==> src/rtl/washer_pkg.sv <==
// Shared definitions for the parametrised washer controller.
// Holds the state encoding (also driven out on the phase port), the bit
// order of the actuator vector {Agitator,Motor,Pump,Speed,Water}, and small
// decode helpers used by the controller.
package washer_pkg;

    typedef enum logic [3:0] {
        S_IDLE    = 4'd0,
        S_FILL_W  = 4'd1,
        S_WASH    = 4'd2,
        S_DRAIN_W = 4'd3,
        S_FILL_R  = 4'd4,
        S_RINSE   = 4'd5,
        S_DRAIN_R = 4'd6,
        S_SPIN    = 4'd7,
        S_DONE    = 4'd8
    } state_e;

    // Actuator vector bit positions, MSB first: {Agitator,Motor,Pump,Speed,Water}
    localparam int ACT_W        = 5;
    localparam int ACT_AGITATOR = 4;
    localparam int ACT_MOTOR    = 3;
    localparam int ACT_PUMP     = 2;
    localparam int ACT_SPEED    = 1;
    localparam int ACT_WATER    = 0;

    // Timed states are every state that runs the phase timer.
    function automatic logic is_timed(input state_e s);
        return (s != S_IDLE) && (s != S_DONE);
    endfunction

    // Actuator pattern for a state, before any door hold is applied.
    function automatic logic [ACT_W-1:0] act_decode(input state_e s);
        logic [ACT_W-1:0] a;
        a = '0;
        case (s)
            S_FILL_W, S_FILL_R: a[ACT_WATER] = 1'b1;
            S_WASH, S_RINSE: begin
                a[ACT_AGITATOR] = 1'b1;
                a[ACT_MOTOR]    = 1'b1;
            end
            S_DRAIN_W, S_DRAIN_R: a[ACT_PUMP] = 1'b1;
            S_SPIN: begin
                a[ACT_MOTOR] = 1'b1;
                a[ACT_PUMP]  = 1'b1;
                a[ACT_SPEED] = 1'b1;
            end
            default: a = '0;
        endcase
        return a;
    endfunction

endpackage

==> src/rtl/washer_timer_param.sv <==
// Scaled phase timer for the washer controller.
// A prescaler divides clk by TICK_DIV into time units; a unit counter counts
// units within the current phase.
//   clk    : system clock
//   reset  : asynchronous active-low reset
//   clr    : clear prescaler and unit counter (state entry)
//   hold   : freeze both counters (door open)
//   dur    : phase duration in units
//   expire : high on the last clk cycle of the phase (never while held)
module washer_timer_param #(
    parameter int TICK_DIV = 50_000_000,
    parameter int CNT_W    = 16
) (
    input  logic             clk,
    input  logic             reset,
    input  logic             clr,
    input  logic             hold,
    input  logic [CNT_W-1:0] dur,
    output logic             expire
);

    localparam int PRE_W = (TICK_DIV > 1) ? $clog2(TICK_DIV) : 1;
    localparam logic [PRE_W-1:0] PRE_LAST = PRE_W'(TICK_DIV - 1);

    logic [PRE_W-1:0] pre_q, pre_d;
    logic [CNT_W-1:0] units_q, units_d;
    logic             wrap;

    always_comb begin
        wrap    = (pre_q == PRE_LAST);
        // expire deliberately ignores clr: clr is derived from expire upstream
        expire  = !hold && wrap && (units_q == dur - CNT_W'(1));
        pre_d   = pre_q;
        units_d = units_q;
        if (clr) begin
            pre_d   = '0;
            units_d = '0;
        end else if (!hold) begin
            if (wrap) begin
                pre_d   = '0;
                units_d = units_q + CNT_W'(1);
            end else begin
                pre_d = pre_q + PRE_W'(1);
            end
        end
    end

    always_ff @(posedge clk or negedge reset) begin
        if (!reset) begin
            pre_q   <= '0;
            units_q <= '0;
        end else begin
            pre_q   <= pre_d;
            units_q <= units_d;
        end
    end

endmodule

==> src/rtl/washer_ctrl_param.sv <==
// Parametrised wash-machine controller: sequencer FSM, load-scaled duration
// mux, rinse counter and door pause, driving the actuator relays.
//   clk, reset            : clock, asynchronous active-low reset
//   Start, Door, load     : debounced start level, door open, load level
//   Agitator..Water       : actuator relays (registered)
//   Busy, Done, phase     : status (registered)
module washer_ctrl_param
    import washer_pkg::*;
#(
    parameter int LOAD_W   = 2,
    parameter int TICK_DIV = 50_000_000,
    parameter int FILL_T   = 4,
    parameter int WASH_T   = 10,
    parameter int RINSE_T  = 6,
    parameter int DRAIN_T  = 3,
    parameter int SPIN_T   = 8,
    parameter int RINSES   = 2,
    parameter int CNT_W    = 16
) (
    input  logic              clk,
    input  logic              reset,
    input  logic              Start,
    input  logic              Door,
    input  logic [LOAD_W-1:0] load,
    output logic              Agitator,
    output logic              Motor,
    output logic              Pump,
    output logic              Speed,
    output logic              Water,
    output logic              Busy,
    output logic              Done,
    output logic [3:0]        phase
);

    localparam int RC_W = (RINSES > 1) ? $clog2(RINSES) : 1;

    state_e            state_q, state_d;
    logic [LOAD_W-1:0] load_q, load_d;
    logic [RC_W-1:0]   rinse_q, rinse_d;
    logic [ACT_W-1:0]  act_q, act_d;
    logic              busy_q, busy_d;
    logic              done_q, done_d;

    logic [CNT_W-1:0]  scale;
    logic [CNT_W-1:0]  dur;
    logic              hold;
    logic              clr;
    logic              expire;

    washer_timer_param #(
        .TICK_DIV (TICK_DIV),
        .CNT_W    (CNT_W)
    ) u_timer (
        .clk    (clk),
        .reset  (reset),
        .clr    (clr),
        .hold   (hold),
        .dur    (dur),
        .expire (expire)
    );

    // Duration of the current phase in units; drain and spin are not scaled.
    always_comb begin
        scale = CNT_W'(load_q) + CNT_W'(1);
        case (state_q)
            S_FILL_W, S_FILL_R:   dur = CNT_W'(FILL_T) * scale;
            S_WASH:               dur = CNT_W'(WASH_T) * scale;
            S_RINSE:              dur = CNT_W'(RINSE_T) * scale;
            S_DRAIN_W, S_DRAIN_R: dur = CNT_W'(DRAIN_T);
            S_SPIN:               dur = CNT_W'(SPIN_T);
            default:              dur = '0;
        endcase
    end

    always_comb begin
        state_d = state_q;
        load_d  = load_q;
        rinse_d = rinse_q;
        hold    = Door && is_timed(state_q);
        case (state_q)
            S_IDLE: begin
                rinse_d = '0;
                if (Start && !Door) begin
                    state_d = S_FILL_W;
                    load_d  = load;
                end
            end
            S_FILL_W:  if (expire) state_d = S_WASH;
            S_WASH:    if (expire) state_d = S_DRAIN_W;
            S_DRAIN_W: if (expire) state_d = S_FILL_R;
            S_FILL_R:  if (expire) state_d = S_RINSE;
            S_RINSE:   if (expire) state_d = S_DRAIN_R;
            S_DRAIN_R: begin
                if (expire) begin
                    if (rinse_q < RC_W'(RINSES - 1)) begin
                        rinse_d = rinse_q + RC_W'(1);
                        state_d = S_FILL_R;
                    end else begin
                        state_d = S_SPIN;
                    end
                end
            end
            S_SPIN:    if (expire) state_d = S_DONE;
            S_DONE:    if (Door) state_d = S_IDLE;
            default:   state_d = S_IDLE;
        endcase

        // Every state entry restarts the timer from zero.
        clr = (state_d != state_q);

        // Outputs decode the next state so they move with the state register.
        act_d  = (Door && is_timed(state_d)) ? '0 : act_decode(state_d);
        busy_d = is_timed(state_d);
        done_d = (state_d == S_DONE);
    end

    always_ff @(posedge clk or negedge reset) begin
        if (!reset) begin
            state_q <= S_IDLE;
            load_q  <= '0;
            rinse_q <= '0;
            act_q   <= '0;
            busy_q  <= 1'b0;
            done_q  <= 1'b0;
        end else begin
            state_q <= state_d;
            load_q  <= load_d;
            rinse_q <= rinse_d;
            act_q   <= act_d;
            busy_q  <= busy_d;
            done_q  <= done_d;
        end
    end

    assign Agitator = act_q[ACT_AGITATOR];
    assign Motor    = act_q[ACT_MOTOR];
    assign Pump     = act_q[ACT_PUMP];
    assign Speed    = act_q[ACT_SPEED];
    assign Water    = act_q[ACT_WATER];
    assign Busy     = busy_q;
    assign Done     = done_q;
    assign phase    = state_q;

endmodule

==> config.mk <==
export PLATFORM = sky130hd
export DESIGN_NAME = washer_ctrl_param
export DESIGN_NICKNAME = d
export VERILOG_FILES = /design/src/rtl/washer_pkg.sv /design/src/rtl/washer_timer_param.sv /design/src/rtl/washer_ctrl_param.sv
export SDC_FILE = /design/constraint.sdc
export NUM_CORES = 1
export LEC_CHECK = 0
export CAP_MARGIN = 20
export CORE_AREA = 4 4 126 128
export CTS_CLUSTER_SIZE = 25
export DETAILED_ROUTE_END_ITERATION = 10
export DIE_AREA = 0 0 130 132
export SYNTH_ARGS = -nofsm -noshare
export SYNTH_HDL_FRONTEND = slang
export SYNTH_SLANG_ARGS = --single-unit
==> constraint.sdc <==
create_clock -name clk -period 5.91 [get_ports clk]
set_clock_uncertainty 0.1 [all_clocks]
set_input_delay 1.182 -clock clk [delete_from_list [all_inputs] [get_ports clk]]
set_output_delay 1.182 -clock clk [all_outputs]
set_load 0.01 [all_outputs]
==> results.cfg <==
[run_status]
outcome = completed

[synth]
synth_seq_cells = 56
synth-edff-count = 0
syn_area_per_cell_sq_um = 8.398
yosysUniqueCellTypes = 62
yosysTopAreaCell = dfrtp_1
synth.top_cell.area_share = 0.3871
dominantRegCellSynth = dfrtp_1
syn_nets = 445
synth_seq_area_share = 0.3871
synth_area_leaders = dfrtp_1 (39%), o21ai_0 (6.1%), nor2_1 (5.8%)
async_reset_ff_frac = 1.000
yosys_warnings = 0
netlist_area_sq_um = 3620
synth_cells = 431

[clock_tree]
h-tree-depth = 2
post_cts.repair.setup_buffers = 0
cts_buffer_depth = 2
insertion_delay_ns = 0.29
clkTransAtPathRegs_ns = 0.07
cts_inserted_buffers = 5
clock_sinks = 56
clockRootBuffer = clkbuf_16
cts-resized-gates = 0
cts_tree = done
postCtsHoldBufs = 0

[final_layout]
final_core_util = 0.2724
nets = 449
num_antenna_cells = 0
layout-drive-gt1-share = 0.06207
final_cell_mix = dfrtp_1 (56), nor2_1 (56), nand2_1 (47)
area_delta_synth_final_pct = 11.86

[worst_setup_path]
crit_path_start_kind = register
critPathCaptureType = register
rrSetupSlack_ns = 1.86
reg2reg_depth = 13
cp_top_family = multiplexers
critPathMaxStageDelay_ns = 0.52
cp_slowest_cell = dfrtp_1
worst-path-stages = 13
r2r_end = act_q[0]$_DFF_PN0_
cp_num_buf_inv = 1
reg2reg_from = load_q[0]$_DFFE_PN0P_
path_cells = inv_1, ha_1, ha_1, mux2_2, a221oi_1, a211oi_2, nor3_1, mux2_2, nor3_2, and2_1, mux2i_1, a211o_1, nor3b_1
arrival_ns = 4.15
crit_fanout = 9
crit_type = register to register
required_ns = 6.01

[sta]
worst_pin_slew_ns = 1.020
finalCritPeriodShare = 0.6853
finalSetupViolations = 0
slew_viol_final = 0
tns_ns = 0
slew_headroom = 0.3202
period_minus_slack_ns = 4.050
max_freq_ghz = 0.2469
hold_viol = 0
rsz0062_at_grt = false

[floorplan]
die_h_microns = 132
start_util = 0.2435
coreArea_sq_um = 14860
ios = 17
dieArea_sq_um = 17160
die_w_microns = 130
rows = 45

[placement]
hpwl_mm = 5.619
globalplace.congestion = 0.8503
portBuffers = 16

[routing]
drc = 0
via_per_inst = 4.947
totalWireLength_mm = 7.995
dr.pass1.iters = 4
routedWlPerCell_microns = 12.83
ant_nets = 0
drt-initial-drc-count = 279
vias = 3082

[job]
maxCapViolCount = 0

[global_route]
track_usage = 0.09700
antenna_found_initial = 0
grt-ovfl-total = 0
grt_pass1_wl_mm = 14.11
grt_pass1_vias = 2989
grt_max_degree = 57

[power_and_ir_drop]
p_leak_nw = 1.613
power.density_nw_per_um2 = 260.2
peakVddDrop_uv = 118.4

[hold_path]
hp-class = register to register
holdPathEnd = u_timer.pre_q[23]$_DFFE_PN0P_
hold_path_depth = 1
worstHoldStart = u_timer.pre_q[23]$_DFFE_PN0P_
[layer usage]
metal | up-vias | global-route usage | share of wire
met5 | - | 0 | 0
met2 | 35 | 0.1539 | 0.47
met4 | 0 | 0.03002 | 0.016
met3 | 10 | 0.02350 | 0.028
li1 | 1547 | - | -
met1 | 1490 | 0.1301 | 0.49
[how the worst max path moves through the flow]
stage	from	end	slack (ns)
5_1_grt	phase[0]$_DFF_PN0_	act_q[0]$_DFF_PN0_	1.58
4_1_cts	load_q[0]$_DFFE_PN0P_	act_q[0]$_DFF_PN0_	1.88
3_5_place_dp	Door	u_timer.units_q[12]$_DFFE_PN0P_	1.66
6_report	load_q[0]$_DFFE_PN0P_	act_q[0]$_DFF_PN0_	1.86
2_1_floorplan	phase[1]$_DFF_PN0_	act_q[0]$_DFF_PN0_	2.35
3_3_place_gp	Door	u_timer.units_q[12]$_DFFE_PN0P_	1.74
[power breakdown]
group / switching, mW / internal [mW] / leakage [nW]
combinational: 0.176 / 0.128 / 0.789
clock: 0.135 / 0.154 / 0.0657
sequential: 0.0473 / 0.413 / 0.758
[metrics by stage]
stage	power, mW	setup WS, ns	hold WS (ns)	std cells	area [sq um]
after floorplan	0.7029	2.349	0.3426	431	3620
after global placement	0.7620	1.743	0.3696	616	3911
after detailed placement	0.7708	1.657	0.3731	616	3911
after CTS	1.067	1.880	0.3835	623	4049
after global routing	1.129	1.576	0.4242	623	4049
final	1.054	1.860	0.3859	623	4049
[cells in the mapped netlist (6+ instances only)]
| cell | n |
|---|---|
| dfrtp_1 | 56 |
| nor2_1 | 56 |
| nand2_1 | 47 |
| o21ai_0 | 44 |
| nand3_1 | 18 |
| a21oi_1 | 17 |
| nor3_1 | 16 |
| xor2_1 | 14 |
| nand4_1 | 12 |
| and3_1 | 11 |
| clkbuf_1 | 11 |
| nand2b_1 | 10 |
| inv_1 | 9 |
| ha_1 | 8 |
| mux2i_1 | 6 |
| nor4_1 | 6 |
| o31ai_1 | 6 |
| xnor2_1 | 6 |
[cell families after synthesis]
logic type	after synthesis	share of synthesized area
and+or+nand+nor	207	0.2928
AOI/OAI and AO/OA	100	0.1728
DFF	56	0.3871
buffers and inverters	30	0.04078
xor gates and xnor gates	21	0.05289
muxes	9	0.02592
adders and majority gates	8	0.02765
[worst reg2reg max path, delay by kind of cell (launching register included)]
| kind | cells | cell delay [ns] |
|---|---|---|
| AND/OR/NAND/NOR | 4 | 0.91 |
| flip-flops | 1 | 0.52 |
| buffers and inverters | 1 | 0.17 |
| multiplexers | 3 | 0.96 |
| adder cells (fa/ha/maj) | 2 | 0.57 |
| AO/OA/AOI/OAI | 3 | 0.74 |
[state kept, by name, summed over array words and instances, names as in the netlist]
signal,cells
Busy,1
act_q,5
u_timer.units_q,16
phase,4
Done,1
u_timer.pre_q,26
load_q,2
rinse_q,1
[cell type report]
| class | instances | area, sq um |
|---|---|---|
| Clock inverter | 2 | 12.51 |
| Tap cell | 188 | 235.2 |
| Timing Repair Buffer | 18 | 170.2 |
| Sequential cell | 56 | 1401 |
| Inverter | 9 | 33.78 |
| Fill cell | 1600 | 10820 |
| Multi-Input combinational cell | 345 | 2071 |
| Clock buffer | 5 | 125.1 |
No activity file was read; power rests on OpenSTA's default activity.
